==> src/rtl/mul2_signed_arbiter_pkg.sv <==
// mul2_signed_arbiter_pkg: shared widths and defaults for the arbitrated 2x2 signed multiplier
//   MUL2_W       operand width of the shared multiplier
//   PROD_W       width of the signed product
//   NREQ_DEFAULT default number of requesters
package mul2_signed_arbiter_pkg;
    localparam int MUL2_W       = 2;
    localparam int PROD_W       = 4;
    localparam int NREQ_DEFAULT = 4;
endpackage

==> src/rtl/mul2_signed_arbiter_mul2_signed.sv <==
// mul2_signed: combinational 2x2 signed multiplier
//   a, b  signed 2-bit operands
//   p     signed 4-bit product (exact for every operand pair)
module mul2_signed
    import mul2_signed_arbiter_pkg::*;
(
    input  logic signed [MUL2_W-1:0] a,
    input  logic signed [MUL2_W-1:0] b,
    output logic signed [PROD_W-1:0] p
);
    // sign-extend before multiplying so the truncated product stays exact
    assign p = PROD_W'(a) * PROD_W'(b);
endmodule

==> src/rtl/mul2_signed_arbiter.sv <==
// mul2_signed_arbiter: round-robin arbiter sharing one 2x2 signed multiplier behind a one-entry result register
//   clk, rst_n            clock, asynchronous active-low reset
//   req_valid/req_ready   per-requester handshake (req_ready one-hot or zero)
//   req_a, req_b          packed signed 2-bit operands, requester i at [2i+1:2i]
//   rsp_valid/rsp_ready   result handshake
//   rsp_out, rsp_id       signed product and owning requester index
module mul2_signed_arbiter
    import mul2_signed_arbiter_pkg::*;
#(
    parameter int NREQ = NREQ_DEFAULT,
    parameter int IDW  = $clog2(NREQ)
) (
    input  logic                     clk,
    input  logic                     rst_n,
    input  logic [NREQ-1:0]          req_valid,
    output logic [NREQ-1:0]          req_ready,
    input  logic [MUL2_W*NREQ-1:0]   req_a,
    input  logic [MUL2_W*NREQ-1:0]   req_b,
    output logic                     rsp_valid,
    input  logic                     rsp_ready,
    output logic [PROD_W-1:0]        rsp_out,
    output logic [IDW-1:0]           rsp_id
);
    logic [IDW-1:0]    rr_ptr_q, rr_ptr_d, rsp_id_q, rsp_id_d, grant_idx, cand;
    logic [PROD_W-1:0] rsp_out_q, rsp_out_d, prod;
    logic [MUL2_W-1:0] op_a, op_b;
    logic              rsp_valid_q, rsp_valid_d, found, slot_free, accept;

    // scan downward in offset so the nearest valid requester at/after rr_ptr wins
    always_comb begin
        found     = 1'b0;
        grant_idx = '0;
        cand      = '0;
        for (int k = NREQ - 1; k >= 0; k--) begin
            cand = IDW'((int'(rr_ptr_q) + k) % NREQ);
            if (req_valid[cand]) begin
                found     = 1'b1;
                grant_idx = cand;
            end
        end
    end

    always_comb begin
        op_a = '0;
        op_b = '0;
        for (int k = 0; k < NREQ; k++) begin
            if (grant_idx == IDW'(k)) begin
                op_a = req_a[k*MUL2_W +: MUL2_W];
                op_b = req_b[k*MUL2_W +: MUL2_W];
            end
        end
    end

    mul2_signed u_mul (
        .a (op_a),
        .b (op_b),
        .p (prod)
    );

    // rst_n gates the grant so req_ready is held low during reset
    always_comb begin
        slot_free   = !rsp_valid_q || rsp_ready;
        accept      = rst_n && slot_free && found;
        req_ready   = accept ? NREQ'(1) << grant_idx : '0;
        rsp_valid_d = accept ? 1'b1 : (rsp_ready ? 1'b0 : rsp_valid_q);
        rsp_out_d   = accept ? prod : rsp_out_q;
        rsp_id_d    = accept ? grant_idx : rsp_id_q;
        rr_ptr_d    = accept ? ((grant_idx == IDW'(NREQ - 1)) ? '0 : grant_idx + 1'b1) : rr_ptr_q;
    end

    always_ff @(posedge clk or negedge rst_n) begin
        if (!rst_n) begin
            rsp_valid_q <= 1'b0;
            rsp_out_q   <= '0;
            rsp_id_q    <= '0;
            rr_ptr_q    <= '0;
        end else begin
            rsp_valid_q <= rsp_valid_d;
            rsp_out_q   <= rsp_out_d;
            rsp_id_q    <= rsp_id_d;
            rr_ptr_q    <= rr_ptr_d;
        end
    end

    assign rsp_valid = rsp_valid_q;
    assign rsp_out   = rsp_out_q;
    assign rsp_id    = rsp_id_q;
endmodule
==> config.mk <==
export PLATFORM = sky130hd
export DESIGN_NAME = mul2_signed_arbiter
export DESIGN_NICKNAME = d
export VERILOG_FILES = /design/src/rtl/mul2_signed_arbiter_pkg.sv /design/src/rtl/mul2_signed_arbiter_mul2_signed.sv /design/src/rtl/mul2_signed_arbiter.sv
export SDC_FILE = /design/constraint.sdc
export NUM_CORES = 1
export LEC_CHECK = 0
export CAP_MARGIN = 40
export CORE_ASPECT_RATIO = 0.8
export CORE_MARGIN = 3
export CORE_UTILIZATION = 40
export CTS_BUF_LIST = sky130_fd_sc_hd__clkbuf_16
export CTS_CLUSTER_SIZE = 40
export DETAILED_ROUTE_END_ITERATION = 8
export PLACE_DENSITY = 0.74
export SLEW_MARGIN = 10
export SYNTH_ARGS = -nofsm -noshare
export SYNTH_HDL_FRONTEND = slang
export SYNTH_HIERARCHICAL = 1
export SYNTH_SLANG_ARGS = --single-unit
==> constraint.sdc <==
create_clock -name clk -period 6.7 [get_ports clk]
set_input_delay 1.34 -clock clk [delete_from_list [all_inputs] [get_ports clk]]
set_output_delay 1.34 -clock clk [all_outputs]
set_load 0.1 [all_outputs]
==> summary.txt, run 1 <==
Run status
  • Status: completed

Place
  • DP HPWL: ~1700 um
  • DP Cell Count: roughly 140
  • GP Congestion: 0.8124
  • IO Port Bufs: 33

Global route
  • Vias in the first global route: between 600 and 700
  • First-pass GRT wire length: around 3400 um
  • Initial antenna violation count: 0
  • Total grt overflow: 0
  • Total GRT Usage: between 20% and 30%
  • Largest net degree at the start of global routing: 11

STA
  • Final Hold Fails: 0
  • Slew Limit Fails: 0
  • Setup TNS: 0 ps
  • Post-Route Skew: 1.286 ps
  • Slew @ Worst Pin: around 520 ps
  • Rel. slew slack: around two thirds
  • RSZ-0062 raised after global routing: no
  • Fmax: just under 200 MHz
  • Period minus WS final: 5163 ps
  • Fin crit share: between 70% and 80%
  • Final setup vio count: 0

Floorplanning
  • Die area: ~2500 um^2
  • Core Area: about 1700 um^2
  • Row count: 13
  • Top Ports: 34
  • Die Y: approximately 45 um
  • Initial core utilization: 44.69%
  • DIE WIDTH: about 55 um

Worst setup path
  • Crit. End Element: output port
  • CP Class: in -> out
  • Crit path launch type: primary input
  • Worst Reg-to-Reg Cells: 12
  • R2R Setup Slk: between 3000 and 4000 ps
  • Reg-to-Reg End: rsp_out[3]$_DFFE_PN0P_
  • CP arrival: roughly 3800 ps
  • CP max FO: 9
  • Req. time, crit path: between 5000 and 6000 ps
  • Crit Reg-Reg Startpoint: rr_ptr_q[1]$_DFFE_PN0P_
  • Crit path launch: req_valid[1]
  • Critical Path End: req_ready[2]

Clock network
  • Hold Buf Count CTS: 0
  • CTS resizes: 0
  • CTS HTree Levels: 1
  • CTS Buf Count: 3
  • CTS tree: built
  • Clock root cell: clkbuf_16
  • Clock slew at reported path FFs: about 40 ps
  • Bufs on Longest Clock Path: 2
  • Clk_lat worst skew: 230 ps
  • # Post-CTS Setup Buffers: 0
  • CTS sink count: 9

Routing
  • Vias: 700
  • Post-detailed-route count of antenna-violating nets: 0
  • Remaining DRCs: 0
  • Wire per inst: 15.24 um
  • Drt via density: 5.036
  • TritonRoute pass-1 iters: 3
  • Final WL: 2119 um
  • Initial DRC Count: 8

Synthesis
  • Synthesized instance count: between 70 and 80
  • Synth warn: 6
  • Cell taking the most area after synthesis: dfrtp_1
  • Top-area cell type share of the netlist area: between 20% and 30%
  • Post-synth EDFFs: 0
  • Synth area leaders: dfrtp_1 (30%), mux2_4 (12%), ha_1 (8.2%), nor2b_1 (6.6%), a221oi_1 (5.7%)
  • Main flop type after synthesis: dfrtp_1
  • Most frequent cells after synthesis: dfrtp_1 (9), nor2b_1 (8), mux2_4 (6)
  • Post-synth ARST share: 100.0%
  • Syn_area_per_cell: 10.60 um^2
  • Sequential-to-total area share from yosys stat: between 20 and 30%
  • Syn Std Cell Area: 763.2 um^2
  • Net Count, Synth: approximately 100
  • Most frequent cell after synthesis: dfrtp_1
  • FF+latch count, synth: 9
  • Synth cell types: 28

Final layout
  • Antenna cells: 0
  • Share of cells above drive strength 1: 26.50%
  • Post-route insts no fill: ~140
  • Area growth from synthesis to layout: 73.77%
  • Fin util: about 78%
  • Net count reported at finish: 147

Hold path
  • Hold Crit Class: reg -> reg
  • Hold Startpoint: rsp_out[1]$_DFFE_PN0P_

Power and ir drop
  • Leakage dissipation: ~0.59 nW
  • P per Cell Area: ~470 nW/um^2
  • Total power: 618.1 uW
  • Maximum vdd ir drop: 0.3107 mV

Run
  • MaxCap Viol Count: 0
==> worst min path at each step <==
stage                                   end  slack [ps]  cells past startpoint
floorplan           rr_ptr_q[1]$_DFFE_PN0P_         570                      1
global placement     rsp_out[3]$_DFFE_PN0P_         500                      1
detailed placement   rsp_out[3]$_DFFE_PN0P_         510                      1
CTS                  rsp_out[1]$_DFFE_PN0P_         520                      1
global route         rsp_out[1]$_DFFE_PN0P_         530                      1
finish               rsp_out[1]$_DFFE_PN0P_         520                      1
==> registers in the layout (all words and copies together), names as in the netlist <==
name / flops
rsp_out: 4
rsp_id: 2
rsp_valid: 1
rr_ptr_q: 2
==> logic make-up after synthesis <==
family | count (synthesis) | synth area share (%)
AOI/OAI and AO/OA | 20 | 23.11
DFF | 9 | 29.51
adders and majority gates | 6 | 10.82
buffers and inverters | 4 | 1.967
muxes | 7 | 13.28
xor gates and xnor gates | 1 | 1.148
and+or+nand+nor | 25 | 20.17
==> per-layer routing <==
layer	global-route usage (%)	wire [um]	vias to the layer above	part of all wire, %
met4	10.45	35	0	1.7
met3	3.300	81	4	3.8
met5	0	0	-	0
met2	32.78	1085	17	51
met1	25.20	916	326	43
li1	-	-	353	-
==> stage by stage <==
stage	hold WS (ps)	setup WS (ps)	area [um^2]
after floorplan	572.5	2425	763.2
after global placement	498.4	1290	1112
after detailed placement	505.1	1537	1247
after CTS	520.1	1531	1326
after global routing	533.3	1422	1326
final	515.2	1537	1326
==> final cells by class <==
class                           count  area, um^2
Timing Repair Buffer               42       460.4
Clock buffer                        3       75.07
Sequential cell                     9       225.2
Inverter                            3       11.26
Clock inverter                      1       3.754
Tap cell                           22       27.53
Fill cell                         118       381.6
Multi-Input combinational cell     59       523.0
==> worst max-delay path, cell delays in order <==
cell,delay (ps)
clkdlybuf4s50_1,570
a21boi_0,210
a2bb2oi_1,290
a21bo_2,270
ha_1,290
and2_2,210
clkdlybuf4s50_1,450
buf_8,190
==> cell usage in the layout (no fill, tap or decap), types with 2 or more instances in the layout <==
| cell type | n |
|---|---|
| or2_2 | 2 |
| nor2b_1 | 8 |
| buf_8 | 9 |
| a21boi_0 | 2 |
| o31ai_1 | 5 |
| dfrtp_1 | 9 |
| mux2_4 | 6 |
| ha_1 | 5 |
| clkdlybuf4s50_1 | 31 |
| buf_4 | 2 |
| clkbuf_16 | 3 |
| and2_2 | 5 |
| inv_1 | 4 |
| a221oi_1 | 5 |
| nand2_1 | 5 |
==> report_power, final <==
part | switching, mW | internal, mW | total [mW]
combinational | 0.243 | 0.179 | 0.423
sequential | 0.0158 | 0.0760 | 0.0918
clock | 0.0256 | 0.0779 | 0.104
total | 0.285 | 0.333 | 0.618
Power figures use the tool's default switching activity.
==> run 2: changes to the inputs <==
==> constraint.sdc (replaced) <==
create_clock -name clk -period 5.2 [get_ports clk]
set_input_delay 1.04 -clock clk [delete_from_list [all_inputs] [get_ports clk]]
set_output_delay 1.04 -clock clk [all_outputs]
set_load 0.1 [all_outputs]
==> run 2 against run 1 <==
  * Register-to-register slack lost 1500 ps
  * Cell count shrank 1.4%
  * Critical path depth grew 5
  * Routed wire length shrank 11%
  * Clock power grew 30%
  * Flip-flop and latch count is the same
  * Highest routed layer unchanged
  * Setup slack lost 790 ps
  * First-iteration DRC count grew 75%
  * Die area is the same
  * Combinational power grew 26%
==> summary.txt, run 2 (synthesis gave the netlist of run 1 again) <==
Place
  • GP Congestion: around 0.77
  • IO Port Bufs: 33
  • Post-DP Area: about 1200 um^2
  • DP HPWL: between 1000 and 1500 um
  • DP Cell Count: 133
  • Worst slack at placement: roughly 530 ps

Power and ir drop
  • Comb power frac: about two thirds
  • Net Sw Frac: 46.12%
  • Leakage dissipation: 0.5735 nW
  • P per Cell Area: about 600 nW/um^2
  • Psw: about 360 uW
  • Maximum vdd ir drop: slightly below 0.4 mV
  • Flop pwr share: 15.2%
  • Internal Pwr Total: between 400 and 500 uW
  • Clock share of power: roughly 17%
  • Total power: roughly 780 uW

Global route
  • Met3 Usage GRT: under 10%
  • Met2 usage: 27.12%
  • Total GRT Usage: between 10% and 20%
  • Vias in the first global route: around 670
  • First-pass GRT wire length: between 2000 and 3000 um
  • Met1 Resource Use GR: a little under a quarter
  • Initial antenna violation count: 0
  • GRT Max-Usage Layer: met2
  • Total grt overflow: 0
  • Largest net degree at the start of global routing: 11

Final layout
  • Area growth from synthesis to layout: 69.34%
  • Share of cells above drive strength 1: between 20% and 30%
  • Most frequent cells in the layout: clkdlybuf4s50_1 (29), dfrtp_1 (9), nor2b_1 (8)
  • Post-route insts no fill: approximately 140
  • Net count reported at finish: about 150
  • Max FFs per register: 4
  • Antenna cells: 0
  • Filler cell count: around 100
  • Post-route cell area: 1292 um^2
  • Commonest non-fill, non-tap cell in the layout: clkdlybuf4s50_1
  • Fin util: between 70% and 80%

Hold path
  • Hold depth: 1
  • Hold Crit Class: reg -> reg

Clock network
  • Clk_lat worst skew: between 200 and 250 ps
  • CTS sink count: 9
  • CTS resizes: 0
  • Clock slew at reported path FFs: approximately 40 ps
  • Bufs on Longest Clock Path: 2
  • Clock root cell: clkbuf_16
  • CTS HTree Levels: 1
  • CTS Buf Count: 3
  • CTS tree: built
  • Hold Buf Count CTS: 0
  • # Post-CTS Setup Buffers: 0

Floorplanning
  • Row count: 13
  • Die Y: 45.07 um
  • Initial core utilization: between 40% and 50%
  • DIE WIDTH: ~55 um
  • Die area: 2471 um^2
  • Top Ports: 34
  • Core Area: roughly 1700 um^2

STA
  • Hold Slack: about 510 ps
  • Final Hold Fails: 0
  • Slew Limit Fails: 0
  • PnR worst setup slack: around 740 ps
  • Rel. slew slack: 67.32%
  • Slew @ Worst Pin: 488.6 ps
  • RSZ-0062 raised after global routing: no
  • Fin crit share: 85.68%
  • Fmax: 224.5 MHz
  • Setup TNS: 0 ps
  • Post-Route Skew: 0.3910 ps
  • Period minus WS final: about 4500 ps
  • Final setup vio count: 0

Worst setup path
  • Worst Reg-to-Reg Cells: 12
  • Crit path launch type: primary input
  • CP max FO: 6
  • Crit. End Element: register
  • CP arrival: ~4600 ps
  • Req. time, crit path: 5320 ps
  • CP Class: in -> reg

Run
  • MaxCap Viol Count: 0

Routing
  • TritonRoute pass-1 iters: 4
  • Post-detailed-route count of antenna-violating nets: 0
  • Remaining DRCs: 0
  • Vias: about 700
  • Final WL: about 1900 um
  • Initial DRC Count: 14
  • Drt via density: between 5 and 6
  • Wire per inst: between 10 and 15 um

Run status
  • Status: completed
[run 2: layer usage]
layer | part of all wire [%] | vias to the layer above
met5 | 0 | -
met4 | 1.0 | 0
met3 | 3.1 | 2
met2 | 49 | 17
met1 | 47 | 334
li1 | - | 351
[run 2: path summary, 6_finish.rpt]
kind                                            to  slack, ps               startpoint
min reg2reg                  rsp_id[0]$_DFFE_PN0P_        510    rsp_id[0]$_DFFE_PN0P_
min                          rsp_id[0]$_DFFE_PN0P_        510    rsp_id[0]$_DFFE_PN0P_
min in group asynchronous   rsp_out[0]$_DFFE_PN0P_       1140                    rst_n
max in group asynchronous  rr_ptr_q[1]$_DFFE_PN0P_       3730                    rst_n
max                         rsp_out[3]$_DFFE_PN0P_        740             req_valid[1]
max reg2reg                 rsp_out[3]$_DFFE_PN0P_       1710  rr_ptr_q[1]$_DFFE_PN0P_
[run 2: power by group through the flow]
stage,Sequential (mW),Clock (mW),Combinational [mW]
after global routing,0.122,0.140,0.561
final,0.119,0.135,0.531
after floorplan,0.263,0,0.212
after global placement,0.117,0,0.458
after detailed placement,0.120,0,0.528
after CTS,0.119,0.137,0.534
[run 2: final cells by class]
cell class	count	area, um^2	share of cell area (%)
flip-flops and latches	9	225.2	17.42
inverters	3	11.26	0.8712
clock inverters	1	5.005	0.3872
clock buffers	3	75.07	5.808
repair buffers	40	425.4	32.91
well taps	22	27.53	2.130
multi-input cells	59	523.0	40.46
[run 2: worst max-delay path, stage by stage]
cell             delay, ps
clkdlybuf4s50_1        560
a21boi_0               200
a2bb2oi_1              320
a21boi_0               330
ha_1                   300
nor2b_1                110
a221oi_1               290
o31ai_1                160
and2_2                 220
fa_1                   400
ha_1                   210
xor2_1                 160
mux2_4                 250
